===== config.mk =====
export PLATFORM = sky130hd
export DESIGN_NAME = fetch_ctrl_flat
export DESIGN_NICKNAME = d
export VERILOG_FILES = /design/src/rtl/fetch_ctrl_if.sv /design/src/rtl/fetch_ctrl.sv /design/src/flat_wrapper.sv
export SDC_FILE = /design/constraint.sdc
export NUM_CORES = 1
export LEC_CHECK = 0
export CAP_MARGIN = 10
export CORE_MARGIN = 8
export CORE_UTILIZATION = 43
export DETAILED_ROUTE_END_ITERATION = 10
export HOLD_SLACK_MARGIN = 0.02
export PLACE_DENSITY = 0.79
export REMOVE_ABC_BUFFERS = 1
export SLEW_MARGIN = 10
export SYNTH_ARGS = -nofsm -noshare
export SYNTH_HDL_FRONTEND = slang
export SYNTH_SLANG_ARGS = --single-unit

===== constraint.sdc =====
create_clock -name clk -period 2.4 [get_ports clk]
set_input_delay 0.36 -clock clk [delete_from_list [all_inputs] [get_ports clk]]
set_output_delay 0.36 -clock clk [all_outputs]
set_load 0.05 [all_outputs]

===== src/rtl/fetch_ctrl_if.sv =====
// Fetch-side bundle: ROM address/data, IF/ID slot toward decode, redirect from EX, debug status.
// The master modport belongs to fetch_ctrl; the slave modport is the ROM/decode/EX side.
interface fetch_ctrl_if #(
    parameter int ADDR_W = 8
);
    logic [ADDR_W-1:0] imem_addr;
    logic [31:0]       imem_instr;
    logic              if_valid;
    logic [31:0]       if_instr;
    logic [ADDR_W-1:0] if_pc;
    logic              id_ready;
    logic              redirect_valid;
    logic [ADDR_W-1:0] redirect_target;
    logic              flush;
    logic              halted;
    logic              misalign;
    logic [15:0]       fetch_count;
    logic [7:0]        redirect_count;

    modport master (
        output imem_addr, if_valid, if_instr, if_pc, flush, halted, misalign,
               fetch_count, redirect_count,
        input  imem_instr, id_ready, redirect_valid, redirect_target
    );

    modport slave (
        input  imem_addr, if_valid, if_instr, if_pc, flush, halted, misalign,
               fetch_count, redirect_count,
        output imem_instr, id_ready, redirect_valid, redirect_target
    );
endinterface


===== src/rtl/fetch_ctrl.sv =====
// Instruction-fetch sequencer: PC drives a zero-latency ROM and the word lands in IF/ID one cycle later.
// Slot holds while decode stalls (id_ready low); an EX redirect overrides the stall and costs two cycles.
module fetch_ctrl #(
    parameter int                ADDR_W   = 8,
    parameter logic [ADDR_W-1:0] RESET_PC = 8'h00,
    parameter logic [ADDR_W-1:0] END_PC   = 8'hFC,
    parameter logic [31:0]       NOP      = 32'h0000_0013
) (
    input  logic         clk,
    input  logic         reset,
    fetch_ctrl_if.master bus
);
    typedef enum logic [0:0] {S_RUN = 1'b0, S_HALT = 1'b1} state_t;

    state_t            r_state;
    state_t            w_state_nxt;
    logic [ADDR_W-1:0] r_pc;
    logic [ADDR_W-1:0] r_if_pc;
    logic [31:0]       r_if_instr;
    logic              r_if_valid;
    logic              r_flush;
    logic              r_misalign;
    logic [15:0]       r_fetch_cnt;
    logic [7:0]        r_redir_cnt;

    logic              w_load;
    logic              w_drain;
    logic              w_at_end;
    logic [ADDR_W-1:0] w_target;

    assign w_target = {bus.redirect_target[ADDR_W-1:2], 2'b00};
    assign w_at_end = (r_pc == END_PC);
    assign w_load   = (r_state == S_RUN) && !bus.redirect_valid
                      && (!r_if_valid || bus.id_ready);
    assign w_drain  = !bus.redirect_valid && !w_load && bus.id_ready;

    always_ff @(posedge clk or posedge reset) begin
        if (reset) r_state <= S_RUN;
        else       r_state <= w_state_nxt;
    end

    always_comb begin
        w_state_nxt = r_state;
        if (bus.redirect_valid)     w_state_nxt = S_RUN;
        else if (w_load && w_at_end) w_state_nxt = S_HALT;
    end

    always_comb begin
        bus.imem_addr      = r_pc;
        bus.if_valid       = r_if_valid;
        bus.if_instr       = r_if_instr;
        bus.if_pc          = r_if_pc;
        bus.flush          = r_flush;
        bus.halted         = (r_state == S_HALT);
        bus.misalign       = r_misalign;
        bus.fetch_count    = r_fetch_cnt;
        bus.redirect_count = r_redir_cnt;
    end

    always_ff @(posedge clk or posedge reset) begin
        if (reset) begin
            r_pc        <= RESET_PC;
            r_if_pc     <= '0;
            r_if_instr  <= NOP;
            r_if_valid  <= 1'b0;
            r_flush     <= 1'b0;
            r_misalign  <= 1'b0;
            r_fetch_cnt <= '0;
            r_redir_cnt <= '0;
        end else begin
            r_flush <= bus.redirect_valid;
            if (bus.redirect_valid) begin
                r_pc       <= w_target;
                r_if_valid <= 1'b0;
                r_if_instr <= NOP;
                r_misalign <= r_misalign | (|bus.redirect_target[1:0]);
                if (r_redir_cnt != 8'hFF) r_redir_cnt <= r_redir_cnt + 8'd1;
            end else if (w_load) begin
                r_if_instr <= bus.imem_instr;
                r_if_pc    <= r_pc;
                r_if_valid <= 1'b1;
                // The last program word parks the PC so imem_addr stays on END_PC while halted.
                if (!w_at_end) r_pc <= r_pc + ADDR_W'(4);
                if (r_fetch_cnt != 16'hFFFF) r_fetch_cnt <= r_fetch_cnt + 16'd1;
            end else if (w_drain) begin
                r_if_valid <= 1'b0;
                r_if_instr <= NOP;
            end
        end
    end
endmodule


===== src/flat_wrapper.sv =====
// flat-port wrapper written by rule: the top's interface ports become plain ports
module fetch_ctrl_flat 
#(
    parameter int                ADDR_W   = 8,
    parameter logic [ADDR_W-1:0] RESET_PC = 8'h00,
    parameter logic [ADDR_W-1:0] END_PC   = 8'hFC,
    parameter logic [31:0]       NOP      = 32'h0000_0013
)
  (clk, reset, bus_imem_addr, bus_if_valid, bus_if_instr, bus_if_pc, bus_flush, bus_halted, bus_misalign, bus_fetch_count, bus_redirect_count, bus_imem_instr, bus_id_ready, bus_redirect_valid, bus_redirect_target);
  fetch_ctrl_if #(.ADDR_W(ADDR_W)) bus_i ();
  input  logic clk;
  input  logic reset;
  output wire logic [$bits(bus_i.imem_addr)-1:0] bus_imem_addr;
  output wire logic [$bits(bus_i.if_valid)-1:0] bus_if_valid;
  output wire logic [$bits(bus_i.if_instr)-1:0] bus_if_instr;
  output wire logic [$bits(bus_i.if_pc)-1:0] bus_if_pc;
  output wire logic [$bits(bus_i.flush)-1:0] bus_flush;
  output wire logic [$bits(bus_i.halted)-1:0] bus_halted;
  output wire logic [$bits(bus_i.misalign)-1:0] bus_misalign;
  output wire logic [$bits(bus_i.fetch_count)-1:0] bus_fetch_count;
  output wire logic [$bits(bus_i.redirect_count)-1:0] bus_redirect_count;
  input wire logic [$bits(bus_i.imem_instr)-1:0] bus_imem_instr;
  input wire logic [$bits(bus_i.id_ready)-1:0] bus_id_ready;
  input wire logic [$bits(bus_i.redirect_valid)-1:0] bus_redirect_valid;
  input wire logic [$bits(bus_i.redirect_target)-1:0] bus_redirect_target;
  assign bus_imem_addr = bus_i.imem_addr;
  assign bus_if_valid = bus_i.if_valid;
  assign bus_if_instr = bus_i.if_instr;
  assign bus_if_pc = bus_i.if_pc;
  assign bus_flush = bus_i.flush;
  assign bus_halted = bus_i.halted;
  assign bus_misalign = bus_i.misalign;
  assign bus_fetch_count = bus_i.fetch_count;
  assign bus_redirect_count = bus_i.redirect_count;
  assign bus_i.imem_instr = bus_imem_instr;
  assign bus_i.id_ready = bus_id_ready;
  assign bus_i.redirect_valid = bus_redirect_valid;
  assign bus_i.redirect_target = bus_redirect_target;
  fetch_ctrl #(.ADDR_W(ADDR_W), .RESET_PC(RESET_PC), .END_PC(END_PC), .NOP(NOP)) u_core (.clk(clk), .reset(reset), .bus(bus_i));
endmodule

==> Word-level counts from Yosys, hierarchy flattened <==
Index checks and enable logic that the tools add are counted.
{ "op_classes": {"multipliers": 0, "div_mod_pow": 0, "shifts": 0, "eq_ne": 4, "n_bitwise": 3, "n_mux": 11, "add_sub_neg": 3, "magnitude_cmp": 0, "n_reduce_logical": 17} }
{ "ops": {"columns": ["op", "count"], "rows": [
  ["32-bit 2-to-1 mux", 3],
  ["8-bit 2-to-1 mux", 3],
  ["16-bit by 1-bit adder with 16-bit output (second input constant)", 1],
  ["16-bit != test (second input constant)", 1],
  ["8-bit by 1-bit adder with 8-bit output (second input constant)", 1],
  ["8-bit by 3-bit adder with 8-bit output (second input constant)", 1],
  ["8-bit == test (second input constant)", 1],
  ["8-bit != test (second input constant)", 1],
  ["2-bit AND reduction", 3],
  ["1-bit logical AND", 5],
  ["1-bit 2-to-1 mux", 5],
  ["2-bit nonzero test", 2],
  ["1-bit logical NOT", 3],
  ["3-bit AND reduction", 1],
  ["3-bit nonzero test", 1],
  ["2-bit != test (second input constant)", 1],
  ["1-bit inverter", 2],
  ["2-bit OR reduction", 1],
  ["1-bit logical OR", 1],
  ["1-bit bitwise OR", 1]
]} }
{ "word_totals": {"mem_bits_ro": 0, "memories": 0, "ram_bits": 0, "elab_cells": 47, "reg_bits": 76, "latchBits": 0, "out_inout_bits": 76} }

==> Logic depth before layout (Yosys ltp) <==
{ "logic_depth": {"word_depth": 9, "ltp_mapped": 7, "ltp_nobuf": 5} }

==> Worst setup path after synthesis <==
Ideal clock, no wire load.
{ "synth_timing": {"kind": "register to register", "startpoint": "reg u_core.r_pc[2] (netlist: u_core.bus.imem_addr[2])", "endpoint": "reg u_core.r_pc[3] (netlist: u_core.bus.imem_addr[3])", "path_slack_ns": 0.261, "setup_time_ns": 0.125, "stages_incl_launch_ff": 6, "arrival_time_ns": 2.015, "period_less_slack_ns": 2.139, "required_time_ns": 2.275, "path_cell_list": "dfrtp_1 -> ha_1 -> nand3_1 -> o211ai_1 -> mux2_2 -> mux2_2"} }
{ "synth_between": {"elab_chain_cells": 4, "elab_cells_between_ends": 7, "classes_between": "add/sub: 1; eq/ne: 2; mux: 3; reduce/logical: 1"} }
{ "synth_rtl": {"columns": ["element", "line_no", "source"], "rows": [
  ["from (decl)", "fetch_ctrl.sv:17", "logic [ADDR_W-1:0] r_pc;"],
  ["from (signal assigned)", "fetch_ctrl.sv:73", "r_pc <= w_target;"],
  ["from (signal assigned)", "fetch_ctrl.sv:83", "if (!w_at_end) r_pc <= r_pc + ADDR_W'(4);"],
  ["8-bit by 3-bit adder with 8-bit output", "fetch_ctrl.sv:83", null],
  ["8-bit 2-to-1 mux", "fetch_ctrl.sv:83", null],
  ["8-bit 2-to-1 mux", "fetch_ctrl.sv:78", "end else if (w_load) begin"],
  ["8-bit 2-to-1 mux", "fetch_ctrl.sv:72", "if (bus.redirect_valid) begin"]
]} }
Parallel ways exist; a longest one is shown, timed or not. The select of a mux whose other input is x is not followed.
A chain may end at the register's enable or synchronous reset.

==> Worst setup path after layout <==
{ "layout_timing": {"startpoint": "reg u_core.r_if_instr[0] (netlist: u_core.bus.if_instr[0])", "endpoint": "out bus_if_instr[0]"} }
{ "layout_lines": {"columns": ["element", "line_no", "source"], "rows": [
  ["from (decl)", "fetch_ctrl.sv:19", "logic [31:0] r_if_instr;"],
  ["from (signal assigned)", "fetch_ctrl.sv:79", "r_if_instr <= bus.imem_instr;"],
  ["to (decl)", "flat_wrapper.sv:15", "output wire logic [$bits(bus_i.if_instr)-1:0] bus_if_instr;"]
]} }
No word-level cell between the ends.

==> results_dict.tcl <==
set metrics [dict create \
    ys_seq_area_frac 0.587 \
    gp_congestion 0.787 \
    cts-root-buf "clkbuf_8" \
    hold_violations 0 \
    crit_family "buffers and inverters" \
    hpwlAfterDp_mm 5.87 \
    die_y_um 101 \
    holdWs_ns 0.224 \
    fin_crit_sh 0.856 \
    drv_slew 0 \
    vias 2490 \
    tritoncts "yes" \
    synth_edf_count 0 \
    synth_area_leader_cell "dfrtp_1" \
    die_area_sq_mm 0.0101 \
    ctsHoldBuffers 0 \
    diodes 0 \
    finalNonFillerCells 485 \
    dp.cells 469 \
    via_per_inst 5.13 \
    ys_ff_latch 72 \
    netlist_top_cells_area "dfrtp_1, a22o_1, xor2_1" \
    antenna_found_initial 0 \
    postRouteAntennaNets 0 \
    finalNetCount 428 \
    clk_latency_ns 0.34 \
    synth-main-ff-cell "dfrtp_1" \
    grt_overflow 0 \
    wl_per_cell_um 16.2 \
    finalCriticalPeriod_ns 2.05 \
    drive_gt1_frac 0.111 \
    cpPeakStageDelay_ns 0.83 \
    worstSetupPathDepth 1 \
    finClkSkew_ns 0.00879 \
    grt_pass1_wl_mm 12.6 \
    synth_top_area_frac 0.561 \
    worstSetupPathType "register to output port" \
    max-slew-margin-rel 0.594 \
    reg2reg_depth 5 \
    synth_warnings 0 \
    ys_types 44 \
    worstHoldPathType "input pin to asynchronous set/reset pin" \
    max_freq_mhz 487 \
    worst_pin_slew_ns 0.605 \
    rows 31 \
    fin_area_sq_mm 0.00456 \
    drv_cap 0 \
    powerDensity_mw_per_mm2 950 \
    crit_fanout 2 \
    synth_area_per_cell_sq_um 11.9 \
    worstPathArrival_ns 1.69 \
    async_flop_share 1.00 \
    yosysMostFrequentCell "dfrtp_1" \
    startpoint_type "register" \
    max-vdd-ir-drop_mv 0.851 \
    cts_sinks 72 \
    coreArea_sq_mm 0.00710 \
    drt-pass1-iter-count 4 \
    totalWireLength_mm 7.86 \
    io_pins 120 \
    cp_slowest_cell "clkdlybuf4s50_1" \
    grt_pass1_vias 2600 \
    post_cts_resized 0 \
    cp_cell_sequence "clkdlybuf4s50_1" \
    critPathBufInv 1 \
    setup_violations 0 \
    cts_setup_buffers 0 \
    postPlaceCellArea_sq_mm 0.00434 \
    p_leak_nw 1.95 \
    clock_path_buffers 2 \
    track_usage 0.157 \
    rsz0062_at_grt "false" \
    numCtsBuffers 9 \
    cp.required_ns 2.04 \
    synthesis.area_sq_mm 0.00308 \
    path_clk_slew_ns 0.07 \
    start_util 0.434 \
    h-tree-depth 3 \
    critPathCaptureType "output port" \
    status "complete, no violations" \
    syn_to_final_growth_pct 48.3 \
    synth_common_cells "dfrtp_1, nand2_1, a22o_1" \
    postSynthCellCount 259 \
    die_w_um 101 \
    drc 0 \
    drt_iter0_markers 45 \
    portBuffers 115 \
    grt_max_degree 30 \
]
==> kinds of logic after synthesis <==
family,synth area share
mux,0.0183
fa+ha+maj,0.0122
flops,0.587
xor+xnor,0.0626
simple gates,0.159
compound gates,0.127
other cells,0.00122
buf+inv,0.0333
==> layout by cell type (no fill, tap or decap), drive strengths merged, types with 2 or more instances in the layout <==
cell type,count
clkdlybuf4s50,115
dfrtp,69
nand2,32
a22o,29
xor2,19
clkbuf,11
nor4,10
nor2,9
nand3,8
buf,8
nand4,7
nor3,7
mux2,5
a21oi,4
o21ai,4
conb,4
o31ai,4
inv,4
nand2b,3
xnor2,3
o22a,3
ha,3
dfstp,3
nor4b,3
and4,2
a31oi,2
and3,2
bufinv,2
clkinvlp,2
==> layout make-up <==
class | count | area [sq um]
Fill cell | 584 | 2530
Sequential cell | 72 | 1810
Timing Repair Buffer | 123 | 1210
Multi-Input combinational cell | 171 | 1190
Clock buffer | 11 | 141
Tap cell | 99 | 124
Clock inverter | 5 | 80.1
Inverter | 4 | 15.0
==> sequential cells by signal (all words and copies together) (netlist names) <==
name / cells
u_core.bus.if_instr: 32
u_core.bus.fetch_count: 16
u_core.bus.redirect_count: 8
u_core.bus.if_pc: 6
u_core.bus.imem_addr: 6
u_core.bus.flush: 1
u_core.bus.halted: 1
u_core.bus.if_valid: 1
u_core.bus.misalign: 1
==> through the flow <==
step                      power, mW  TNS, ns   util  setup slack [ns]
after CTS                      4.38        0  0.643             0.322
after global routing           4.53        0  0.643             0.310
after detailed placement       3.32        0  0.612             0.296
after global placement         3.28        0  0.612             0.331
final                          4.33        0  0.643             0.345
after floorplan                2.69   -26.69      -            -0.920
==> layer usage <==
metal  GRT usage  up-vias  share of wire
li1            -     1175              -
met1       0.188     1237           0.43
met2       0.257       71           0.49
met3      0.0552        7          0.068
met4      0.0523        0         0.0094
met5           0        -              0
==> power by group <==
part | internal, mW | leakage [nW] | total, mW | switching, mW
Sequential | 1.42 | 0.892 | 1.65 | 0.238
Clock | 0.612 | 0.106 | 1.05 | 0.441
Combinational | 0.588 | 0.950 | 1.63 | 1.04
Total | 2.62 | 1.95 | 4.33 | 1.72
==> final timing paths <==
check | endpoint | from | slack [ns]
hold reg to reg | u_core.bus.misalign | u_core.bus.misalign | 0.48
max in group asynchronous | u_core.bus.if_instr[1] | reset | 1.60
min in group clk | u_core.bus.misalign | u_core.bus.misalign | 0.48
setup / recovery | bus_if_instr[0] | u_core.bus.if_instr[0] | 0.35
hold / removal | u_core.bus.fetch_count[13] | reset | 0.22
setup reg to reg | u_core.bus.imem_addr[3] | u_core.bus.imem_addr[2] | 0.44
No activity file was read; power rests on OpenSTA's default activity.
==> edit 1 (same settings) <==
`ADDR_W` is set to 8 in 3 places; all go to 9.
--- a/src/rtl/fetch_ctrl_if.sv
+++ b/src/rtl/fetch_ctrl_if.sv
@@ -1,7 +1,7 @@
 // Fetch-side bundle: ROM address/data, IF/ID slot toward decode, redirect from EX, debug status.
 // The master modport belongs to fetch_ctrl; the slave modport is the ROM/decode/EX side.
 interface fetch_ctrl_if #(
-    parameter int ADDR_W = 8
+    parameter int ADDR_W = 9
 );
     logic [ADDR_W-1:0] imem_addr;
     logic [31:0]       imem_instr;
--- a/src/rtl/fetch_ctrl.sv
+++ b/src/rtl/fetch_ctrl.sv
@@ -1,7 +1,7 @@
 // Instruction-fetch sequencer: PC drives a zero-latency ROM and the word lands in IF/ID one cycle later.
 // Slot holds while decode stalls (id_ready low); an EX redirect overrides the stall and costs two cycles.
 module fetch_ctrl #(
-    parameter int                ADDR_W   = 8,
+    parameter int                ADDR_W   = 9,
     parameter logic [ADDR_W-1:0] RESET_PC = 8'h00,
     parameter logic [ADDR_W-1:0] END_PC   = 8'hFC,
     parameter logic [31:0]       NOP      = 32'h0000_0013
--- a/src/flat_wrapper.sv
+++ b/src/flat_wrapper.sv
@@ -1,7 +1,7 @@
 // flat-port wrapper written by rule: the top's interface ports become plain ports
 module fetch_ctrl_flat 
 #(
-    parameter int                ADDR_W   = 8,
+    parameter int                ADDR_W   = 9,
     parameter logic [ADDR_W-1:0] RESET_PC = 8'h00,
     parameter logic [ADDR_W-1:0] END_PC   = 8'hFC,
     parameter logic [31:0]       NOP      = 32'h0000_0013
Interface: changed (resized bus_if_pc, bus_imem_addr and bus_redirect_target); port bits go from 120 to 123. No check against the original RTL was run, so the function may have changed too.
==> edit 1 against the original RTL <==
  * Clock power is 9% lower
  * Synthesized area grew 4.0%
  * Routed wire length grew 10%
  * Cell count is 5.2% higher
  * Sequential share of layout area down 0.20 points
  * Sequential cell count increased by 2
  * Power decreased by 3.4%
  * Synthesized cell count increased by 8.9%
  * Worst setup slack improved by 0.015 ns
  * Cell area up 3.3%
  * Critical endpoint is now bus_imem_addr[2]
  * Largest cell class unchanged
  * Highest routed layer unchanged
==> edit 1: results (changes against the original RTL) <==
Timing
  – Hold Slack: 0.415 ns (+0.191 ns)
  – Least-Margin Pin Slew: 0.740 ns (+0.135 ns)
  – Clk_skew: 0.0108 ns (+0.00202 ns)
  – Final WS setup: 0.361 ns (+0.0154 ns)

Critical path
  – Worst stage delay on the critical path: 0.86 ns (+0.03 ns)
  – Reg2reg end: u_core.bus.imem_addr[6]$_DFFE_PP0P_
  – Crit path max fanout: 8 (+6)
  – CP Capture Point: bus_imem_addr[2]
  – Reg-to-reg setup timing slack: 0.54 ns (+0.10 ns)

Global route
  – Largest net degree at the start of global routing: 75 (+150%)
  – Vias in the first global route: 2,829 (+8.8%)
  – First-pass GRT wire length: 14,200 um (+13%)
  – Gr usage total: 17.5% (+1.7 points)

Final layout
  – Comb_multi_in: 188 (+9.9%)
  – Non-clock inverter count: 6 (+2)
  – Fin cells: 510 (+5.2%)
  – Buffering overhead: 26.8% (+0.22 points)
  – Area grow syn2layout: 47.3%
  – Filler cells: 578 (-1.0%)
  – Fin nets: 455 (+6.3%)
  – Non-clock buffers: 127 (+3.3%)
  – Share of cells above drive strength 1: 9.25% (-1.9 points)
  – Clk cell area share: 4.14% (-0.71 points)
  – Sequential Area: 1860 sq um (+2.8%)
  – Multi-input logic area: 1250 sq um (+5.8%)

Synth
  – Sequential fraction of the synthesis area: 58.0% (-0.68 points)
  – Xor/xnor share of the synthesized area: 4.65% (-1.6 points)
  – Top cells by area, synth: dfrtp_1 56%, a22o_1 7.9%, nand2_1 4.5%
  – Synthesized cell area: 3200 sq um (+4.0%)
  – Yosys cell types: 45 (+2.3%)
  – Post-synth ARST share: 100% (unchanged)
  – Mux cell area share after synthesis: 1.68% (-0.15 points)
  – Top post-synthesis cells by count: 71 x dfrtp_1, 38 x nand2_1, 29 x a22o_1, 14 x xor2_1, 12 x nor2_1
  – Post-synthesis sequential element count: 74 (+2.8%)
  – Compound-Gate Fraction of Synth Area: 14.5% (+1.7 points)

Placed design
  – Port Buffers: 118 (+2.6%)
  – RD Place Congestion: 0.776 (-1.4%)
  – HPWL Detailed: 6400 um (+9.2%)
  – Inst Count DP: 494 (+5.3%)
  – Placed cell areas: 4520 sq um (+4.1%)

Run status
  – Status: completed

Power and ir drop
  – Static leakage: 2.04 nW (+4.9%)
  – VDD IR max: 0.434 mV (-49%)

Routing
  – Final wirelength: 8690 um (+10%)
## edit 1: changes by cell type in the layout (fill, tap and decap cells not counted), moves of 3 or more
cell and delta:
nand2_1 +7, a21oi_1 +5, xor2_1 -5, mux2_2 -4, nor2_1 +4, o311ai_1 +4, clkdlybuf4s50_1 +3, nand3_1 +3
nor4_1 -3, o21ai_1 +3, o31ai_1 -3
## edit 1: power by group
group | switching [mW] | internal, mW | total, mW | leakage [nW]
registers | 0.205 | 1.44 | 1.65 | 0.922
clock network | 0.446 | 0.506 | 0.952 | 0.103
logic | 1.04 | 0.552 | 1.59 | 1.02
total | 1.69 | 2.50 | 4.19 | 2.04
## edit 1: metal layers
metal  global-route usage, %  up-vias  part of all wire [%]
met2                    28.7       95                    50
li1                        -     1258                     -
met4                    5.08        0                   1.5
met3                    7.63       11                   8.2
met1                    20.1     1278                    40
met5                       0        -                     0
==> edit 2 (same settings) <==
Without the edit above. Make the reset (`reset`) synchronous in 2 clocked blocks.
--- a/src/rtl/fetch_ctrl.sv
+++ b/src/rtl/fetch_ctrl.sv
@@ -34,7 +34,7 @@
                       && (!r_if_valid || bus.id_ready);
     assign w_drain  = !bus.redirect_valid && !w_load && bus.id_ready;
 
-    always_ff @(posedge clk or posedge reset) begin
+    always_ff @(posedge clk) begin
         if (reset) r_state <= S_RUN;
         else       r_state <= w_state_nxt;
     end
@@ -57,7 +57,7 @@
         bus.redirect_count = r_redir_cnt;
     end
 
-    always_ff @(posedge clk or posedge reset) begin
+    always_ff @(posedge clk) begin
         if (reset) begin
             r_pc        <= RESET_PC;
             r_if_pc     <= '0;
Formal check against the unedited RTL: differs if reset is asserted again (counterexample within 4 cycles, from zero or initial values and one cycle with reset high); with reset held inactive, the same outputs for 10 cycles.
==> edit 2 against the original RTL <==
  * Cell area is 0.80% lower
  * Count of clock-buffer cells in the layout shrank 2
  * Sequential share of layout area down 7.7 points
  * Non-clock buffer count is 2 higher
  * Fmax fell by 1.6%
  * Register-to-register slack got worse by 0.13 ns
  * Sequential cell count is the same
  * Worst setup slack got worse by 0.032 ns
  * Core utilization is 2.3 points higher
  * Highest routed layer unchanged
  * Critical path depth up 4
  * Clock skew shrank 0.0018 ns
  * Synthesized area is 2.0% lower
  * Routed wire length rose by 13%
Power is not compared: it rests on default switching activity, and its combinational part moved more than twofold at a synthesized area within 25%.
==> edit 2: results (changes against the original RTL) <==
Run status
  – Status: completed

Clocking
  – CTS root buffer: clkbuf_8
  – Max Root-Sink Buffers: 2 (unchanged)

Power and ir drop
  – Total chip power: 2.90 mW

Placed design
  – RD Place Congestion: 0.826 (+4.9%)
  – Inst Count DP: 543 (+16%)
  – Pre-CTS setup slack: 0.178 ns (-0.118 ns)
  – HPWL Detailed: 6480 um (+10%)
  – Placed cell areas: 4280 sq um (-1.3%)

Routing
  – Final wirelength: 8870 um (+13%)
  – M1 wire length: 3490 um (+3.1%)
  – Met2 routed WL: 4140 um (+7.1%)
  – Avg WL per Cell: 15.9 um (-2.1%)
  – Met3 WL: 1140 um (+110%)

Synth
  – Yosys cell types: 55 (+25%)
  – Sequential fraction of the synthesis area: 47.8% (-11 points)
  – Top post-synthesis cells by count: 72 x dfxtp_1, 49 x nor2_1, 29 x a22oi_1, 29 x nand2_1, 21 x a21oi_1
  – Syn Area/Cell: 8.82 sq um (-26%)
  – Top cells by area, synth: dfxtp_1 48%, a22oi_1 7.2%, nor2_1 6.1%
  – Post-synth ARST share: 0% (-100 points)

Timing
  – Clk_skew: 0.00697 ns (-0.00182 ns)
  – Least-Margin Pin Slew: 0.778 ns (+0.173 ns)

Critical path
  – Worst stage delay on the critical path: 0.41 ns (-0.42 ns)
  – Critical Path Slowest Stage Cell: dfxtp_1
  – Crit path max fanout: 9 (+7)
  – Arr. time, crit path: 2.32 ns (+0.63 ns)
  – Critical path's top delay family: simple AND/OR/NAND/NOR gates

Global route
  – Largest net degree at the start of global routing: 40 (+33%)
  – Vias in the first global route: 2,944 (+13%)
  – GR Util met3: 9.99% (+4.5 points)
  – First-pass GRT wire length: 14,100 um (+12%)
  – GR Util met2: 28.2% (+2.5 points)
  – Gr usage total: 17.5% (+1.7 points)
  – GR Util met1: 18.5% (-0.33 points)

Final layout
  – Filler cells: 542 (-7.2%)
  – Share of cells above drive strength 1: 8.42% (-2.7 points)
  – Fin nets: 505 (+18%)

Hold path
  – Hold WC Path Type: register to register
## edit 2: cell types whose count changed in the layout (fill, tap and decap cells not counted), moves of 5 or more
cell	change
or4_1	+7
dfxtp_1	+72
a22oi_1	+29
a21oi_1	+17
xor2_1	-17
nor2_1	+42
dfrtp_1	-69
inv_1	+5
a22o_1	-29
nor4_1	-8
or3_1	+6
nand3_1	+7
## edit 2: path summary, 6_finish.rpt
kind | start | endpoint | slack [ns] | depth (start not counted)
worst max register to register | u_core.bus.fetch_count[0]$_SDFFE_PP0P_ | u_core.bus.fetch_count[14]$_SDFFE_PP0P_ | 0.31 | 5
worst min-delay path | u_core.bus.if_pc[5]$_SDFFE_PP0P_ | u_core.bus.if_pc[5]$_SDFFE_PP0P_ | 0.46 | 2
worst max-delay path | u_core.bus.fetch_count[0]$_SDFFE_PP0P_ | u_core.bus.fetch_count[14]$_SDFFE_PP0P_ | 0.31 | 5
worst min register to register | u_core.bus.if_pc[5]$_SDFFE_PP0P_ | u_core.bus.if_pc[5]$_SDFFE_PP0P_ | 0.46 | 2
## edit 2: area by class of cell
class	count	area [sq um]	area share (%)
clock inverter	7	119	2.63
sequential	72	1440	31.8
tap	96	120	2.65
inverter	9	33.8	0.746
timing repair buffer	125	1240	27.4
clock buffer	9	124	2.74
multi-input combinational	241	1450	32.0
## edit 2: tightest hold or removal path, cell delays in order, from the launching register on
cell and delay (ns):
dfxtp_1 0.32, nand2_1 0.05, a21oi_1 0.05
## edit 2: logic make-up after synthesis
family | count (synthesis) | synth area share [%]
multiplexers | 6 | 2.12
XOR/XNOR | 2 | 0.581
AND/OR/NAND/NOR | 135 | 22.5
other | 1 | 0.124
flip-flops | 72 | 47.8
buffers and inverters | 32 | 4.81
AO/OA/AOI/OAI | 91 | 20.9
adder cells (fa/ha/maj) | 3 | 1.24
